`src/rtl/mem_arbiter_2p.sv`:
```
// Two-core arbiter onto one single-port SRAM: same-cycle grant, round-robin on contention, 1-cycle response.
// No buffering; a losing core holds its request until it is granted.
module mem_arbiter_2p #(
   parameter int ADDR_WIDTH = 10
) (
   input  logic                  clk_i,
   input  logic                  rst_ni,
   input  logic                  port1_req_i,
   output logic                  port1_gnt_o,
   output logic                  port1_rvalid_o,
   input  logic [31:0]           port1_addr_i,
   input  logic                  port1_we_i,
   input  logic [3:0]            port1_be_i,
   input  logic [31:0]           port1_wdata_i,
   output logic [31:0]           port1_rdata_o,
   output logic                  port1_err_o,
   input  logic                  port2_req_i,
   output logic                  port2_gnt_o,
   output logic                  port2_rvalid_o,
   input  logic [31:0]           port2_addr_i,
   input  logic                  port2_we_i,
   input  logic [3:0]            port2_be_i,
   input  logic [31:0]           port2_wdata_i,
   output logic [31:0]           port2_rdata_o,
   output logic                  port2_err_o,
   output logic                  mem_req_o,
   output logic [ADDR_WIDTH-1:0] mem_addr_o,
   output logic                  mem_we_o,
   output logic [3:0]            mem_be_o,
   output logic [31:0]           mem_wdata_o,
   input  logic [31:0]           mem_rdata_i,
   output logic [15:0]           conflict_cnt_o
);

   typedef struct packed {
      logic vld;
      logic port;   // 0 = port 1, 1 = port 2
      logic err;
      logic wr;
   } rsp_t;

   rsp_t        rsp_q;
   rsp_t        rsp_d;
   logic        prio_q;
   logic [15:0] cnt_q;

   logic        both_req;
   logic        gnt1;
   logic        gnt2;
   logic        any_gnt;
   logic        sel_port;
   logic [31:0] sel_addr;
   logic        sel_we;
   logic [3:0]  sel_be;
   logic [31:0] sel_wdata;
   logic        in_range;
   logic [31:0] rsp_data;
   logic        unused_addr_bits;

   // Grants are gated by reset so nothing reaches the SRAM while held in reset.
   always_comb begin
      both_req = port1_req_i & port2_req_i;
      gnt1     = rst_ni & port1_req_i & (~port2_req_i | ~prio_q);
      gnt2     = rst_ni & port2_req_i & (~port1_req_i | prio_q);
      any_gnt  = gnt1 | gnt2;
      sel_port = gnt2;
   end

   always_comb begin
      sel_addr  = port1_addr_i;
      sel_we    = port1_we_i;
      sel_be    = port1_be_i;
      sel_wdata = port1_wdata_i;
      if (sel_port) begin
         sel_addr  = port2_addr_i;
         sel_we    = port2_we_i;
         sel_be    = port2_be_i;
         sel_wdata = port2_wdata_i;
      end
   end

   assign in_range         = ((sel_addr >> (ADDR_WIDTH + 2)) == 32'd0);
   assign unused_addr_bits = ^{port1_addr_i[1:0], port2_addr_i[1:0]};

   always_comb begin
      mem_req_o   = any_gnt & in_range;
      mem_we_o    = any_gnt & in_range & sel_we;
      mem_addr_o  = sel_addr[ADDR_WIDTH+1:2];
      mem_be_o    = any_gnt ? sel_be : 4'b0000;
      mem_wdata_o = any_gnt ? sel_wdata : 32'd0;
   end

   assign port1_gnt_o = gnt1;
   assign port2_gnt_o = gnt2;

   always_comb begin
      rsp_d      = '0;
      rsp_d.vld  = any_gnt;
      rsp_d.port = sel_port;
      rsp_d.err  = any_gnt & ~in_range;
      rsp_d.wr   = any_gnt & sel_we;
   end

   always_ff @(posedge clk_i or negedge rst_ni) begin
      if (!rst_ni) begin
         rsp_q  <= '0;
         prio_q <= 1'b0;
         cnt_q  <= 16'd0;
      end else begin
         rsp_q <= rsp_d;
         if (any_gnt) begin
            prio_q <= ~sel_port;
         end
         if (both_req && (cnt_q != 16'hFFFF)) begin
            cnt_q <= cnt_q + 16'd1;
         end
      end
   end

   // SRAM data only belongs to an in-range read; writes and errors return zero.
   assign rsp_data = (rsp_q.vld && !rsp_q.err && !rsp_q.wr) ? mem_rdata_i : 32'd0;

   always_comb begin
      port1_rvalid_o = rsp_q.vld & ~rsp_q.port;
      port2_rvalid_o = rsp_q.vld & rsp_q.port;
      port1_rdata_o  = port1_rvalid_o ? rsp_data : 32'd0;
      port2_rdata_o  = port2_rvalid_o ? rsp_data : 32'd0;
      port1_err_o    = port1_rvalid_o & rsp_q.err;
      port2_err_o    = port2_rvalid_o & rsp_q.err;
   end

   assign conflict_cnt_o = cnt_q;

endmodule

```
`config.mk`:
```
export PLATFORM = sky130hd
export DESIGN_NAME = mem_arbiter_2p
export DESIGN_NICKNAME = d
export VERILOG_FILES = /design/src/rtl/mem_arbiter_2p.sv
export SDC_FILE = /design/constraint.sdc
export NUM_CORES = 1
export LEC_CHECK = 0
export CAP_MARGIN = 20
export CORE_AREA = 2 2 121 123
export DETAILED_ROUTE_END_ITERATION = 12
export DIE_AREA = 0 0 123 125
export PLACE_DENSITY_LB_ADDON = 0.25
export SETUP_SLACK_MARGIN = 0.1
export SKIP_LAST_GASP = 1
export SYNTH_ARGS = -nofsm -noshare
export SYNTH_HDL_FRONTEND = slang
export SYNTH_SLANG_ARGS = --single-unit
```
`constraint.sdc`:
```
create_clock -name clk_i -period 3.5 [get_ports clk_i]
set_input_delay 0.525 -clock clk_i [delete_from_list [all_inputs] [get_ports clk_i]]
set_output_delay 0.525 -clock clk_i [all_outputs]
set_load 0.02 [all_outputs]
```
==> results of run 1 <==
## metal layers
layer  share of wire [%]  vias up  wire, microns  track usage (%)
li1                    -     1699              -                -
met1                  36     1537           4223            15.83
met2                  53      189           6174            28.05
met3                  10        8           1202            3.832
met4                 1.1        0            129            2.406
met5                   0        -              0                0
## worst max path at each step
stage                      from               to  slack (ns)  cells after the start
3_3_place_gp             rst_ni  mem_wdata_o[15]        0.22                      5
5_1_grt                  rst_ni      mem_be_o[0]        0.10                      5
4_1_cts             port2_req_i         mem_we_o        0.19                      8
3_5_place_dp        port2_req_i         mem_we_o        0.20                      8
6_report            port1_req_i         mem_we_o        0.24                      7
2_1_floorplan  port2_addr_i[28]         mem_we_o        0.95                      3
## sequential cells by signal, indices dropped and copies added (netlist names)
| name | flops |
|---|---|
| prio_q | 1 |
| rsp_q | 4 |
| conflict_cnt_o | 16 |
## cells in the final DEF, fill, tap and decap left out, types with 2 or more instances in the layout
cell / netlist / routed
a21oi_1: 40 / 40
inv_1: 4 / 4
clkdlybuf4s50_1: 0 / 300
buf_4: 0 / 6
clkbuf_16: 0 / 3
o211ai_1: 2 / 2
nand2_1: 117 / 117
xor2_1: 9 / 9
xnor2_1: 5 / 5
nand3_1: 4 / 4
nor3b_2: 0 / 2
nor4_1: 10 / 10
or4_4: 2 / 2
nor2_1: 6 / 6
nand4_1: 4 / 4
and2_1: 66 / 66
or4_1: 2 / 2
nor3_1: 2 / 2
dfrtp_1: 21 / 21
buf_12: 0 / 2
## through the flow
step | power, mW | hold slack [ns] | area, sq um
floorplan | 0.6221 | 0.2294 | 2193
global placement | 1.066 | 0.5018 | 5465
detailed placement | 1.077 | 0.5145 | 5465
CTS | 1.336 | 0.5265 | 5548
global route | 1.404 | 0.5406 | 5550
finish | 1.319 | 0.5227 | 5550
## power groups by stage
stage	logic [mW]	clock network [mW]	registers (mW)
floorplan	0.239	0	0.383
global placement	0.719	0	0.347
detailed placement	0.727	0	0.350
CTS	0.731	0.258	0.346
global route	0.776	0.273	0.355
finish	0.722	0.252	0.345
## what timing repair did
item                                    4_1_cts  5_1_grt
endpoints found under the setup margin        0        1
endpoints found under the hold margin         0        0
gates resized for setup                       0        1
## cells by family (layout without fill, tap and decap cells)
kind of cell | after synthesis | after routing | synth area share, %
adder cells (fa/ha/maj) | 1 | 1 | 0.5704
buffers and inverters | 24 | 317 | 4.221
multiplexers | 1 | 1 | 0.5134
flip-flops | 21 | 21 | 23.96
XOR/XNOR | 14 | 14 | 5.591
AO/OA/AOI/OAI | 49 | 49 | 12.38
AND/OR/NAND/NOR | 227 | 227 | 52.77
## layout make-up
| cell class | count | share of cell area, % |
|---|---|---|
| multi-input cells | 292 | 28.76 |
| inverters | 4 | 0.2705 |
| well taps | 184 | 4.148 |
| flip-flops and latches | 21 | 9.468 |
| clock inverters | 1 | 0.1353 |
| repair buffers | 309 | 55.86 |
| clock buffers | 3 | 1.353 |
==> results_dict.tcl, run 1 <==
set metrics [dict create \
    diodes 0 \
    synth_flop_cell "dfrtp_1" \
    crit_chain "clkdlybuf4s50_1, a21o_1, inv_1, buf_4, or4_4, a221oi_2, buf_4" \
    min_period_ns 3.263 \
    cp_max_fo 21 \
    crit_path_end_kind "primary output" \
    synth_area_leader_cell "dfrtp_1" \
    synthCells 337 \
    reg2reg_to "rsp_q[1]" \
    place_ws_ns 0.2028 \
    synth_edf_count 0 \
    first_iter_violations 89 \
    nets 806 \
    regArea_sq_um 525.5 \
    antenna_found_initial 0 \
    switching_share_pct 35.83 \
    hp-class "register to register" \
    worst_pin_slew_ns 1.058 \
    clk_path_buf_depth 2 \
    cts_tree "built" \
    max_freq_ghz 0.3065 \
    clkLatencyLatePin_ns 0.26 \
    r2r_cells 6 \
    io_buffer_count 303 \
    status "finished clean" \
    clk_pin_slew_ns 0.06 \
    synth.avg_cell_area_sq_um 6.508 \
    clock-sinks 21 \
    crit_slowest_cell "clkdlybuf4s50_1" \
    hold_end "conflict_cnt_o[15]" \
    drtAntennaViolNets 0 \
    pwr-share-clk_pct 19.1 \
    grt_remaining_overflow 0 \
    p_leak_nw 2.204 \
    slew_headroom_pct 29.19 \
    h-tree-depth 1 \
    routabilityCongestion 0.9213 \
    gr-usage-all-layers_pct 14.56 \
    rsz0062_at_grt "no" \
    p_sw_mw 0.4725 \
    hold_start "conflict_cnt_o[15]" \
    drtPass1Iterations 4 \
    fin_util_pct 39.08 \
    syn_area_sq_um 2193 \
    fin_skew_ns 0.007734 \
    r2r_setup_slack_ns 1.57 \
    max_stage_delay_ns 0.60 \
    grt_pass1_wl_mm 18.05 \
    ctsHoldBuffers 0 \
    avgRoutedWirePerCell_microns 14.41 \
    drive_above_1_share_pct 3.810 \
    drv_cap 0 \
    ys_top_cells_by_area "dfrtp_1 24%, nand2_1 20%, and2_1 19%, a21oi_1 9.1%, xor2_1 3.6%" \
    drv_slew 0 \
    yosysWarnings 0 \
    crit_family "buffers and inverters" \
    hpwlAfterDp_mm 9.788 \
    cts_root_buffer "clkbuf_16" \
    fillers 1458 \
    combinationalPowerShare_pct 54.7 \
    synth_top_area_share_pct 23.96 \
    critPathBufInv 4 \
    whs_path_depth 1 \
    die_w_microns 123 \
    die_h_microns 125 \
    syn_nets 512 \
    start_util_pct 15.44 \
    min_period_over_period_pct 93.22 \
    crit_top_cell "buf_4" \
    ys_seq_elements 21 \
    final_cells 814 \
    worstSetupPathType "input pin to primary output" \
    grt_max_degree 48 \
    hold_viol 0 \
    viasPerCell 4.217 \
    core_sq_um 14200 \
    setup_violations 0 \
    synth-seq-area-share_pct 23.96 \
    cts_post_setup_buffers_inserted 0 \
    multi_input_area_sq_um 1597 \
    setup_tns_ns 0 \
    areaGrowthSynthToFinish_pct 153.1 \
    synthArstFlopShare_pct 100.0 \
    ir_drop_v 0.0001273 \
    synthTopCellsByCount "117 x nand2_1, 66 x and2_1, 40 x a21oi_1" \
    worst_slack_ns 0.2372 \
    dieArea_sq_um 15380 \
    startpoint_type "input pin" \
    r2r_start "prio_q" \
    totalWireLength_mm 11.73 \
    worstPathArrival_ns 2.74 \
    cp_data_required_time_ns 2.97 \
    vias 3433 \
    top_level_ports 308 \
    synth_cell_type_count 38 \
    grt_pass1_vias 3516 \
    pwr_density_cell_nw_per_um2 237.6 \
    rows 44 \
    dp.cells 810 \
    power_frac_seq_pct 26.2 \
    cts_inserted_buffers 3 \
    internal-power_mw 0.8464 \
    synth.most_common_cell "nand2_1" \
    drc 0 \
]
Power figures use the tool's default switching activity.
==> run 2, diff against run 1 <==
--- a/config.mk
+++ b/config.mk
@@ -7,6 +7,7 @@
 export LEC_CHECK = 0
 export CAP_MARGIN = 20
 export CORE_AREA = 2 2 121 123
+export CTS_CLUSTER_SIZE = 12
 export DETAILED_ROUTE_END_ITERATION = 12
 export DIE_AREA = 0 0 123 125
 export PLACE_DENSITY_LB_ADDON = 0.25
==> constraint.sdc (replaced) <==
create_clock -name clk_i -period 3.5 [get_ports clk_i]
set_input_delay 0.525 -clock clk_i [delete_from_list [all_inputs] [get_ports clk_i]]
set_output_delay 0.525 -clock clk_i [all_outputs]
set_load 0.005 [all_outputs]
==> results_dict.tcl, run 2 (synthesized netlist as in run 1, its figures left out) <==
set metrics [dict create \
    status "finished clean" \
    clock-sinks 21 \
    crit_slowest_cell "or4_4" \
    cts_tree "built" \
    globalRouteMet1Util_pct 15.83 \
    cts_inserted_buffers 3 \
    antenna_found_initial 0 \
    worstSetupPathType "input pin to primary output" \
    viasPerCell 4.235 \
    drv_slew 0 \
    grt_max_degree 50 \
    crit_top_cell "clkdlybuf4s50_1" \
    grt_remaining_overflow 0 \
    nets 808 \
    top_level_ports 308 \
    cp_data_required_time_ns 2.97 \
    min_period_over_period_pct 95.79 \
    p_leak_nw 2.205 \
    die_w_microns 123 \
    grtUsageMet2_pct 26.97 \
    hpwlAfterDp_mm 9.716 \
    io_buffer_count 303 \
    drc 0 \
    hold_viol 0 \
    drv_cap 0 \
    first_iter_violations 80 \
    final_common_cell "clkdlybuf4s50_1" \
    cts_post_setup_buffers_inserted 0 \
    drtAntennaViolNets 0 \
    max_freq_ghz 0.2983 \
    ir_drop_v 0.0001097 \
    max_stage_delay_ns 0.58 \
    drive_above_1_share_pct 3.956 \
    largest_reg_flops 16 \
    core_sq_um 14200 \
    avgRoutedWirePerCell_microns 14.29 \
    critPathBufInv 2 \
    rows 44 \
    cts_root_buffer "clkbuf_16" \
    areaGrowthSynthToFinish_pct 154.3 \
    h-tree-depth 1 \
    startpoint_type "input pin" \
    vias 3456 \
    final_cells 816 \
    drtPass1Iterations 4 \
    worst_pin_slew_ns 0.6132 \
    hp-class "register to register" \
    crit_family "simple AND/OR/NAND/NOR gates" \
    place_ws_ns -0.02092 \
    crit_chain "clkdlybuf4s50_1, or4_1, or4_4, a21oi_4, clkdlybuf4s50_1" \
    cp_max_fo 3 \
    setup_tns_ns 0 \
    fin_skew_ns 0.003980 \
    grt_pass1_vias 3479 \
    worstPathArrival_ns 2.83 \
    clk_path_buf_depth 2 \
    dp.cells 811 \
    worst_slack_ns 0.1473 \
    met3_usage_pct 3.513 \
    pwr_density_cell_nw_per_um2 214.8 \
    routabilityCongestion 0.8694 \
    diodes 0 \
    min_period_ns 3.353 \
    start_util_pct 15.44 \
    crit_path_end_kind "primary output" \
    slew_headroom_pct 58.94 \
    grt_pass1_wl_mm 17.58 \
    gr-usage-all-layers_pct 14.32 \
    clk_pin_slew_ns 0.06 \
    dieArea_sq_um 15380 \
    die_h_microns 125 \
    rsz0062_at_grt "no" \
    ctsHoldBuffers 0 \
    grt.busiest_layer "met2" \
    totalWireLength_mm 11.66 \
    clkLatencyLatePin_ns 0.26 \
    final_cell_mix "302 x clkdlybuf4s50_1, 117 x nand2_1, 66 x and2_1, 39 x a21oi_1, 21 x dfrtp_1" \
    setup_violations 0 \
]
[run 2: cell types whose count changed in the layout (fill, tap and decap cells not counted)]
cell             previous run  this run
a21oi_1                    40        39
a21oi_4                     0         1
clkdlybuf4s50_1           300       302
dlygate4sd2_1               0         1
dlymetal6s2s_1              1         0
[run 2: through the flow]
step | hold slack (ns) | power (mW) | utilization (%) | area, sq um
after global routing | 0.5501 | 1.275 | 39.27 | 5578
final | 0.5205 | 1.198 | 39.27 | 5578
after CTS | 0.5234 | 1.212 | 39.13 | 5558
after floorplan | 0.2294 | 0.5077 | - | 2193
after global placement | 0.5021 | 0.9501 | 38.48 | 5465
after detailed placement | 0.5129 | 0.9559 | 38.48 | 5465
[run 2: cell type report]
type / count / area [sq um]
clock buffer: 3 / 75.07
clock inverter: 1 / 7.507
fill: 1450 / 8626
inverter: 4 / 15.01
multi-input combinational: 292 / 1608
sequential: 21 / 525.5
tap: 184 / 230.2
timing repair buffer: 311 / 3117
[run 2: timing repair]
action / in CTS / in global routing
hold endpoints to repair: 0 / 0
endpoints found under the setup margin: 2 / 0
gates resized for setup: 3 / 0
[run 2: layer usage]
metal | wire [microns] | part of all wire, %
met1 | 4314 | 37
met2 | 6010 | 52
met3 | 1149 | 9.9
met4 | 187 | 1.6
met5 | 0 | 0
[run 2: path summary, 6_finish.rpt]
check	to	from	slack, ns	cells past startpoint
max	mem_req_o	port2_addr_i[28]	0.15	5
max reg2reg	conflict_cnt_o[1]	conflict_cnt_o[0]	1.60	5
max in group asynchronous	rsp_q[0]	rst_ni	2.54	2
min in group asynchronous	conflict_cnt_o[6]	rst_ni	0.72	2
min reg2reg	prio_q	prio_q	0.52	1
min	prio_q	prio_q	0.52	1
[run 2: where the power goes]
group	switching, mW	total, mW	internal, mW
combinational	0.200	0.605	0.405
sequential	0.0598	0.345	0.285
clock	0.0930	0.248	0.155
total	0.353	1.20	0.845
